[config.mk]
export PLATFORM = sky130hd
export DESIGN_NAME = acumulador_baterias_flat
export DESIGN_NICKNAME = d
export VERILOG_FILES = /design/src/rtl/acumulador_baterias_if.sv /design/src/rtl/acumulador_baterias.sv /design/src/flat_wrapper.sv
export SDC_FILE = /design/constraint.sdc
export NUM_CORES = 1
export LEC_CHECK = 0
export BUFFER_PORTS_ARGS = -buffer_cell sky130_fd_sc_hd__buf_2
export CAP_MARGIN = 40
export CORE_MARGIN = 4
export CORE_UTILIZATION = 55
export CTS_CLUSTER_DIAMETER = 60
export DETAILED_ROUTE_END_ITERATION = 8
export GPL_ROUTABILITY_DRIVEN = 0
export HOLD_SLACK_MARGIN = 0.12
export PLACE_DENSITY = 0.8
export SYNTH_ARGS = -nofsm -noshare
export SYNTH_HDL_FRONTEND = slang
export SYNTH_SLANG_ARGS = --single-unit
[constraint.sdc]
create_clock -name clk -period 7.2 [get_ports clk]
set_clock_uncertainty 0.2 [all_clocks]
set_input_delay 0.72 -clock clk [delete_from_list [all_inputs] [get_ports clk]]
set_output_delay 0.72 -clock clk [all_outputs]
set_load 0.02 [all_outputs]
[src/rtl/acumulador_baterias_if.sv]
// ---------------------------------------------------------------------------
// acumulador_baterias_if
// Bus between the battery-reading side of the lab design and the
// multi-channel accumulator.
//   master : drives start/sel/baterias, observes resultado/ocupado/listo
//   slave  : the accumulator itself
// Signals:
//   start     request a new reduction (sampled only while the block is idle)
//   sel       reduction mode: 00 sum, 01 difference, 10 max, 11 min
//   baterias  flat bus, channel i = baterias[i*WIDTH +: WIDTH]
//   resultado two's-complement result, RW bits, held between operations
//   ocupado   high while a reduction is in progress
//   listo     one-cycle pulse when resultado is updated
// ---------------------------------------------------------------------------
interface acumulador_baterias_if #(
  parameter int WIDTH    = 8,
  parameter int CHANNELS = 4
);
  localparam int RW = WIDTH + $clog2(CHANNELS) + 1;

  logic                      start;
  logic [1:0]                sel;
  logic [CHANNELS*WIDTH-1:0] baterias;
  logic [RW-1:0]             resultado;
  logic                      ocupado;
  logic                      listo;

  modport master (
    output start, sel, baterias,
    input  resultado, ocupado, listo
  );

  modport slave (
    input  start, sel, baterias,
    output resultado, ocupado, listo
  );
endinterface

[src/rtl/acumulador_baterias.sv]
// ---------------------------------------------------------------------------
// acumulador_baterias
// Captures CHANNELS unsigned battery readings on a start pulse and reduces
// them one channel per clock (sum, difference, max or min). The result is
// presented on a register together with a one-cycle done pulse.
// Ports:
//   clk    single clock, all state changes on the rising edge
//   rst_n  asynchronous active-low reset
//   bus    acumulador_baterias_if.slave (start/sel/baterias in,
//          resultado/ocupado/listo out, all outputs registered)
// ---------------------------------------------------------------------------
module acumulador_baterias #(
  parameter int WIDTH    = 8,
  parameter int CHANNELS = 4
) (
  input  logic                   clk,
  input  logic                   rst_n,
  acumulador_baterias_if.slave   bus
);

  localparam int RW = WIDTH + $clog2(CHANNELS) + 1;
  localparam int IW = $clog2(CHANNELS);

  typedef enum logic [1:0] {
    IDLE = 2'd0,
    ACUM = 2'd1,
    FIN  = 2'd2
  } state_t;

  state_t                    r_state;
  logic [CHANNELS*WIDTH-1:0] r_snap;
  logic [1:0]                r_sel;
  logic [RW-1:0]             r_acc;
  logic [IW-1:0]             r_idx;
  logic [RW-1:0]             r_resultado;
  logic                      r_listo;
  logic                      r_ocupado;

  logic [WIDTH-1:0]          w_ch;
  logic [RW-1:0]             w_chExt;
  logic [RW-1:0]             w_accNext;
  logic [RW-1:0]             w_accInit;

  // Select the snapshot channel addressed by the index; an explicit mux
  // keeps the part-select bounds static.
  always_comb begin
    w_ch = '0;
    for (int i = 0; i < CHANNELS; i++) begin
      if (r_idx == IW'(i)) begin
        w_ch = r_snap[i*WIDTH +: WIDTH];
      end
    end
  end

  assign w_chExt = {{(RW-WIDTH){1'b0}}, w_ch};

  // Min mode starts from the largest possible reading so the first channel
  // always wins; every other mode starts from zero.
  assign w_accInit = (bus.sel == 2'b11) ? {{(RW-WIDTH){1'b0}}, {WIDTH{1'b1}}} : '0;

  // One reduction step. In max/min the accumulator never exceeds WIDTH bits,
  // so comparing against its low WIDTH bits is an exact unsigned compare.
  always_comb begin
    w_accNext = r_acc;
    case (r_sel)
      2'b00:   w_accNext = r_acc + w_chExt;
      2'b01:   w_accNext = (r_idx == '0) ? (r_acc + w_chExt) : (r_acc - w_chExt);
      2'b10:   w_accNext = (w_ch > r_acc[WIDTH-1:0]) ? w_chExt : r_acc;
      default: w_accNext = (w_ch < r_acc[WIDTH-1:0]) ? w_chExt : r_acc;
    endcase
  end

  // Control FSM with registered outputs. The result register is written
  // only on the edge that enters FIN, so it holds through IDLE.
  always_ff @(posedge clk or negedge rst_n) begin
    if (!rst_n) begin
      r_state     <= IDLE;
      r_snap      <= '0;
      r_sel       <= '0;
      r_acc       <= '0;
      r_idx       <= '0;
      r_resultado <= '0;
      r_listo     <= 1'b0;
      r_ocupado   <= 1'b0;
    end else begin
      case (r_state)
        IDLE: begin
          if (bus.start) begin
            r_snap    <= bus.baterias;
            r_sel     <= bus.sel;
            r_idx     <= '0;
            r_acc     <= w_accInit;
            r_ocupado <= 1'b1;
            r_state   <= ACUM;
          end
        end
        ACUM: begin
          r_acc <= w_accNext;
          if (r_idx == IW'(CHANNELS-1)) begin
            r_resultado <= w_accNext;
            r_listo     <= 1'b1;
            r_state     <= FIN;
          end else begin
            r_idx <= r_idx + 1'b1;
          end
        end
        FIN: begin
          r_listo   <= 1'b0;
          r_ocupado <= 1'b0;
          r_state   <= IDLE;
        end
        default: begin
          r_state <= IDLE;
        end
      endcase
    end
  end

  assign bus.resultado = r_resultado;
  assign bus.listo     = r_listo;
  assign bus.ocupado   = r_ocupado;

endmodule

[src/flat_wrapper.sv]
// flat-port wrapper written by rule: the top's interface ports become plain ports
module acumulador_baterias_flat 
#(
  parameter int WIDTH    = 8,
  parameter int CHANNELS = 4
)
  (clk, rst_n, bus_start, bus_sel, bus_baterias, bus_resultado, bus_ocupado, bus_listo);
  acumulador_baterias_if #(.WIDTH(WIDTH), .CHANNELS(CHANNELS)) bus_i ();
  input  logic clk;
  input  logic rst_n;
  input wire logic [$bits(bus_i.start)-1:0] bus_start;
  input wire logic [$bits(bus_i.sel)-1:0] bus_sel;
  input wire logic [$bits(bus_i.baterias)-1:0] bus_baterias;
  output wire logic [$bits(bus_i.resultado)-1:0] bus_resultado;
  output wire logic [$bits(bus_i.ocupado)-1:0] bus_ocupado;
  output wire logic [$bits(bus_i.listo)-1:0] bus_listo;
  assign bus_i.start = bus_start;
  assign bus_i.sel = bus_sel;
  assign bus_i.baterias = bus_baterias;
  assign bus_resultado = bus_i.resultado;
  assign bus_ocupado = bus_i.ocupado;
  assign bus_listo = bus_i.listo;
  acumulador_baterias #(.WIDTH(WIDTH), .CHANNELS(CHANNELS)) u_core (.clk(clk), .rst_n(rst_n), .bus(bus_i));
endmodule
### After elaboration in Yosys (flattened, before gate mapping)

Cells that the tools add are included.

* register bits: 62
* logic and storage cells: 58

* $add $sub $neg: 3
* $lt $le $gt $ge: 2
* equal/unequal tests: 11
* muxes and demuxes: 21
* reductions and logical operators: 13

Operators with widths (number)
* $mux 11: 4
* $mux 8: 5
* $pmux 11 s3: 1
* $pmux 11 s2: 1
* $reduce_and 2->1: 6
* $add 11x8->11: 1
* $sub 11x8->11: 1
* $eq 2x2->1 const B: 5
* $gt 8x8->1: 1
* $lt 8x8->1: 1
* $mux 2: 4
* $pmux 2 s2: 2
* $eq 2x1->1 const B: 3
* $logic_not 2->1: 3
* $reduce_bool 2->1: 3
* $ne 2x2->1 const B: 2
* $pmux 1 s2: 2
* $reduce_and 3->1: 1
* $add 2x1->2 const B: 1
* $mux 1: 2
* $ne 2x1->1 const B: 1

### Longest topological paths before layout

Gate-level depths: netlist of the first run.

* depth in word-level cells: 9
* gate-level depth with buffers: 17
* gate-level depth less buffers: 15

### Worst setup path before layout of the first run

OpenSTA, ideal clock, no wires.

* path type: reg-to-reg
* start: reg u_core.r_idx[0]
* end: reg u_core.r_acc[7]
* setup time: 126 ps
* arrival: 3332 ps
* data required time: 6874 ps
* slack: 3542 ps
* stages on the path, launching flop included: 15
* path buffers: 2
* period minus slack after synthesis: 3658 ps
* cells stage by stage: dfrtp_1 inv_1 ha_1 clkbuf_1 clkbuf_1 a21oi_1 a22o_1 ha_1 nand2b_1 a2111o_1 a211o_1 and3_1 o21ai_1 nand4_1 a221o_1

* word-level cells in the longest chain between the ends: 9
* elaborated cells between the ends (all ways): 17
* classes of those cells: 2 x add/sub; 2 x order compare; 3 x eq/ne; 9 x mux; 1 x reduce/logical

RTL lines
* from (decl): RTL line acumulador_baterias.sv:34 `logic [IW-1:0] r_idx;`
* from (signal assigned): RTL line acumulador_baterias.sv:104 `r_idx <= r_idx + 1'b1;`
* $logic_not 2->1: RTL line acumulador_baterias.sv:49, acumulador_baterias.sv:67
* $mux 8 (4 in a row): RTL line acumulador_baterias.sv:49 `if (r_idx == IW'(i)) begin`
* $sub 11x8->11, or another cell as far along: RTL line acumulador_baterias.sv:67 `2'b01: w_accNext = (r_idx == '0) ? (r_acc + w_chExt) : (r_acc - w_chExt);`
* $mux 11, on equally long branches: RTL line acumulador_baterias.sv:67, acumulador_baterias.sv:68, acumulador_baterias.sv:69
* $pmux 11 s3 *: RTL line acumulador_baterias.sv:65 `case (r_sel)`
* $pmux 11 s2 *: RTL line acumulador_baterias.sv:86 `case (r_state)`
* to (signal assigned): RTL line acumulador_baterias.sv:92 `r_acc <= w_accInit;`
* to (signal assigned): RTL line acumulador_baterias.sv:98 `r_acc <= w_accNext;`
* to (decl): RTL line acumulador_baterias.sv:33 `logic [RW-1:0] r_acc;`

Every way passes the cells marked *; elsewhere a longest branch is shown, timed or not.
A chain may end at the register's enable or synchronous reset.

### Worst setup path in the final report of the first run

* start: reg u_core.r_idx[1]
* end: reg u_core.r_acc[6]

The elaborated chain is that of the path after synthesis.

==> results of run 1 <==
[flip-flops by register name, indices dropped and copies added, names as in the netlist]
name                  count
u_core.r_snap            32
u_core.r_sel              2
u_core.r_state            2
u_core.bus.ocupado        1
u_core.r_idx              2
u_core.r_acc             11
u_core.bus.listo          1
u_core.bus.resultado     11
[synthesized netlist by cell type (2+ instances only)]
library cell,number
a221o_1,2
o22ai_1,2
nand3_1,11
mux2_4,2
dfrtp_1,62
buf_1,4
o21ai_1,16
nor2_1,21
mux2_2,30
nand3b_1,3
buf_4,2
nor2b_1,8
a211o_1,3
nor3_1,13
a31oi_1,3
clkbuf_1,17
o31a_1,2
a221oi_1,3
and3_1,4
xnor2_1,6
nor2_4,2
a22o_1,4
a211oi_1,7
fa_1,2
a22oi_1,3
o21a_1,2
a21o_1,8
mux2i_1,2
o21ai_0,21
o31ai_1,7
buf_2,3
ha_1,30
xor2_1,2
nand4_1,3
nand2_1,40
o211ai_1,3
nand2b_1,4
a21oi_1,45
inv_1,34
[worst register-to-register path: cells and delay by family, from the launching register on]
family	cells	cell delay [ps]
AO/OA/AOI/OAI	5	1220
adder cells (fa/ha/maj)	2	920
AND/OR/NAND/NOR	4	710
multiplexers	2	520
flip-flops	1	410
buffers and inverters	1	110
[cell type report]
type | instances | area [sq um]
flip-flops and latches | 62 | 1550
inverters | 34 | 128
multi-input cells | 340 | 2440
clock inverters | 7 | 97.6
fillers | 612 | 2630
repair buffers | 53 | 275
clock buffers | 9 | 124
well taps | 99 | 124
[final timing paths]
kind	start	end	slack (ps)	depth (start not counted)
max reg2reg	u_core.r_idx[1]$_DFFE_PN0P_	u_core.r_acc[6]$_DFFE_PN0P_	2990	14
max	u_core.r_idx[1]$_DFFE_PN0P_	u_core.r_acc[6]$_DFFE_PN0P_	2990	14
min reg2reg	u_core.bus.resultado[3]$_DFFE_PN0P_	u_core.bus.resultado[3]$_DFFE_PN0P_	280	2
min in group asynchronous	rst_n	u_core.r_snap[23]$_DFFE_PN0P_	320	2
max in group asynchronous	rst_n	u_core.r_snap[13]$_DFFE_PN0P_	5960	2
min	u_core.bus.resultado[3]$_DFFE_PN0P_	u_core.bus.resultado[3]$_DFFE_PN0P_	280	2
[per-layer routing]
metal	up-vias	part of all wire, %
li1	1715	-
met1	1793	43
met2	161	47
met3	40	6.5
met4	0	3.5
met5	-	0
[logic make-up (layout without fill, tap and decap cells)]
group | Yosys count | count (layout) | share of synthesized area (%)
AOI/OAI and AO/OA | 145 | 145 | 22.5
adders and majority gates | 32 | 32 | 9.82
and+or+nand+nor | 121 | 121 | 14.6
DFF | 62 | 62 | 36.7
buffers and inverters | 60 | 103 | 5.59
muxes | 34 | 34 | 9.17
xor gates and xnor gates | 8 | 8 | 1.66
[through the flow]
stage / util, % / worst slack [ps] / hold slack [ps]
floorplan: - / 3540 / 224
global placement: 61.3 / 3210 / 262
detailed placement: 61.4 / 3070 / 265
CTS: 64.4 / 3040 / 282
global route: 64.4 / 2700 / 329
finish: 64.4 / 2990 / 282
==> results.md, run 1 <==
* Initial Util at a little under three fifths
* Post-synth top area cell: dfrtp_1
* Syn nets at 531
* # clock sinks at slightly above 60
* Hold WC Path Type: reg -> reg
* Row count at 31
* Die width at around 96 um
* CP max FO at 12
* Tmin final at 4210 ps
* FF+latch count, synth at 62
* Most common cell after layout, fill and taps aside: dfrtp_1
* Initial antenna violation count at 0
* Post-Syn Instances at 462
* Synth-to-layout area growth at 12.1%
* GRT Resource Usage Total at between 20% and 30%
* WP buf/inv at 1
* CP Cell Sequence: inv_1 -> ha_1 -> nand3b_1 -> a21oi_1 -> a21oi_1 -> o21ai_0 -> ha_1 -> and3_4 -> a221oi_4 -> nor2_4 -> nor2_4 -> mux2_4 -> mux2i_1 -> o31ai_1
* Top-Level Pins at 50
* Detail Placement HPWL at around 7.8 mm
* H-Tree Depth at 3
* Die Y at 95.7 um
* Post-synthesis sequential area ratio at 36.7%
* First-pass GRT wire length at 17.9 mm
* Synthesis Warnings at 0
* Placed Area at 0.00452 sq mm
* Clk pin slew, worst setup/hold paths at 70 ps
* Full die area at 0.00916 sq mm
* Startpoint types: flop
* Post-CTS Resized at 0
* Setup crit end kind: flop
* Synth Area per Inst at 9.16 sq um
* Pin count of the biggest net entering global routing at 63
* Area fraction of the dominant cell type after synthesis at between 30% and 40%
* CTS tree: built
* Status: complete, no violations
* CP top delay family: compound AO/OA/AOI/OAI gates
* Vias/cell at roughly 6.1
* Post-route DRC at 0
* Fin cells at 604
* Met2 usage at 40.6%
* IO buf count at 49
* CP max stage delay at 480 ps
* GR Util met3 at ~5.3%
* Post-synth EDFFs at 0
* Root buffer cell: clkbuf_8
* Commonest non-fill, non-tap cells in the layout: 62 x dfrtp_1, 49 x buf_2, 45 x a21oi_1
* Synth top area cells: dfrtp_1 37%, ha_1 8.9%, mux2_2 8.0%
* Critical path class: reg -> reg
* Main flop type after synthesis: dfrtp_1
* Synth unique cells at 65
* RSZ-0062 raised after global routing: no
* Req. time, crit path at 7210 ps
* Antenna-violating nets left at 0
* GRT overflow at 0
* Top Usage Layer GRT: met2
* Slew Viols, Final at 0
* Critical Path AT at 4220 ps
* Final setup viols at 0
* Fin Setup TNS at 0 ps
* Worst path slowest cell: o21ai_0
* Inst Count DP at around 590
* CTS Buf Count at 9
* Ant. Diodes at 0
* Number of global-route vias before repair at ~3600
* Post-Route WL at 10.8 mm
* Design area at approximately 0.0047 sq mm
* Worst Max-Slew Pin Slew at 827 ps
* Ratio of cells with drive above 1 in the final layout at 22.6%
* Avg WL per Cell at between 15 and 20 um
* MaxCap Viol Count at 0
* Relative slew slack at 44.9%
* DR iter-0 viols at 376
* CTS max path bufs at 2
* Core box area at 0.00737 sq mm
* Asr flop ratio synth at 100%
* Top achievable clock speed at 0.237 GHz
* Drt pass-1 iters at 5
* Met1 global-route usage at between 30 and 40%
* Via count at between 3000 and 4000
* Post-CTS setup buffer count at 0
* Final period util at 58.5%
* Worst skew pair latency at 350 ps
* Fin nets at 569
* Mapped cell area at about 0.0042 sq mm
* Final hold vios at 0
* Hold Buf Count CTS at 0
Power of run 1 is left out: the tool's default activity adds up to more than one toggle a clock period on the data nets, which glitch-free logic cannot reach.
==> inputs of run 2 (changes only) <==
==> constraint.sdc (replaced) <==
create_clock -name clk -period 3.9 [get_ports clk]
set_clock_uncertainty 0.2 [all_clocks]
set_input_delay 0.39 -clock clk [delete_from_list [all_inputs] [get_ports clk]]
set_output_delay 0.39 -clock clk [all_outputs]
set_load 0.02 [all_outputs]
==> run 2 against run 1 <==
  * Global-route usage increased by 5.7 points
  * Setup slack got worse by 3000 ps
  * Design area increased by 12%
  * Sequential cell count unchanged
  * Die area unchanged
  * Fmax increased by 8.7%
  * Wire length increased by 27%
  * Highest routed layer unchanged
==> results.md, run 2 (same netlist as run 1, synthesis figures left out) <==
* Status: complete, no violations
* Met1 global-route usage at a little under two fifths
* Final period util at approximately 100%
* Synth-to-layout area growth at 25.4%
* CTS max path bufs at 2
* IO buf count at 49
* DR iter-0 viols at approximately 620
* Avg WL per Cell at 21.1 um
* Drt pass-1 iters at 7
* Top-Level Pins at 50
* Setup crit end kind: flop
* GRT Resource Usage Total at 30.8%
* Most common cell after layout, fill and taps aside: dfrtp_1
* Detail Placement HPWL at 7.92 mm
* First-pass GRT wire length at roughly 21 mm
* Ant. Diodes at 0
* Setup crit start: u_core.r_idx[1]$_DFFE_PN0P_
* Post-route DRC at 0
* Final hold vios at 0
* Via count at 4220
* GR Util met3 at 8.21%
* Top Usage Layer GRT: met2
* Worst skew pair latency at ~360 ps
* Critical path class: reg -> reg
* Post-Route Utilization at 72.0%
* CTS Buf Count at 9
* Hold WC Path Type: in -> reg
* Tmin final at between 3000 and 4000 ps
* Slew Viols, Final at 0
* Initial Util at between 50% and 60%
* Fill cell count at 464
* Fin cells at ~650
* Worst r2r src: u_core.r_idx[1]$_DFFE_PN0P_
* Top achievable clock speed at around 0.26 GHz
* Antenna-violating nets left at 0
* Worst Max-Slew Pin Slew at 781 ps
* HP Start: bus_start
* Register with the highest flop count: u_core.r_snap
* CTS tree: built
* CP max FO at 10
* Fin nets at 616
* GRT overflow at 0
* Critical Path AT at 3920 ps
* Req. time, crit path at 3940 ps
* Row count at 31
* MaxCap Viol Count at 0
* Die width at 95.7 um
* Vias/cell at 6.48
* Die Y at 95.7 um
* H-Tree Depth at 3
* Pin count of the biggest net entering global routing at 42
* # clock sinks at 62
* Inst Count DP at 597
* Full die area at 0.00916 sq mm
* Core box area at ~0.0074 sq mm
* Post-Route WL at 13.8 mm
* Final setup viols at 0
* Hold slack at approximately 140 ps
* Commonest non-fill, non-tap cells in the layout: 60 x dfrtp_1, 49 x buf_2, 42 x a21oi_1
* Ratio of cells with drive above 1 in the final layout at between 20% and 30%
* Startpoint types: flop
* Relative slew slack at between 40% and 50%
* Met2 usage at 50.6%
* Number of global-route vias before repair at 4196
* Max FFs per register at 32
* Initial antenna violation count at 0
* Root buffer cell: clkbuf_8
* Clk pin slew, worst setup/hold paths at 80 ps
run 2: changes by cell type in the layout (fill, tap and decap cells not counted), moves of 3 or more:
cell           delta
ha_1              -7
a21oi_1           -3
buf_4            +11
a21oi_2           +3
dlygate4sd3_1    +35
ha_4              +5
run 2: layout make-up:
type | count | area [sq um] | area share [%]
repair buffers | 100 | 728 | 13.7
multi-input cells | 340 | 2540 | 47.8
clock inverters | 6 | 110 | 2.07
inverters | 34 | 128 | 2.40
flip-flops and latches | 62 | 1550 | 29.3
clock buffers | 10 | 128 | 2.40
well taps | 99 | 124 | 2.33
run 2: critical path: stages (launching register included):
cell and delay (ps):
dfrtp_2 400, inv_2 90, ha_4 200, buf_4 180, a21oi_1 190, o21ai_1 110
a22o_2 270, ha_1 330, nand2b_1 180, a2111o_1 440, a211o_1 350, and3_1 190
o21ai_1 130, nand4_1 160, a221o_1 320
run 2: path summary, 6_finish.rpt:
kind / slack, ps / cells past startpoint / end
worst min register to register: 280 / 2 / u_core.bus.resultado[0]$_DFFE_PN0P_
worst max register to register: 20 / 14 / u_core.r_acc[7]$_DFFE_PN0P_
worst max-delay path: 20 / 14 / u_core.r_acc[7]$_DFFE_PN0P_
max in group asynchronous: 2360 / 4 / u_core.r_idx[0]$_DFFE_PN0P_
min in group asynchronous: 320 / 2 / u_core.r_snap[2]$_DFFE_PN0P_
worst min-delay path: 140 / 3 / u_core.bus.ocupado$_DFFE_PN0P_
run 2: layer usage:
metal,vias to the layer above,routed length (um)
met1,1994,5110
met3,80,1290
met2,332,6550
met5,-,0
li1,1814,-
met4,0,813
run 2: timing repair:
item / 4_1_cts / 5_1_grt
setup endpoints to repair: 7 / 22
gates cloned: 0 / 0
buffers inserted: 2 / 1
pin swaps: 1 / 2
hold buffers: 35 / 0
endpoints found under the hold margin: 52 / 0
resized for setup: 1 / 24
run 2: stage by stage:
step | instance area, sq um | worst slack (ps) | TNS (ps)
3_5_place_dp | 4600 | 2.24 | 0
3_3_place_gp | 4570 | 131 | 0
2_1_floorplan | 4230 | 242 | 0
4_1_cts | 5210 | 13.8 | 0
5_1_grt | 5310 | -52.1 | -224
6_report | 5310 | 22.9 | 0
Power of run 2 is left out for the same reason.
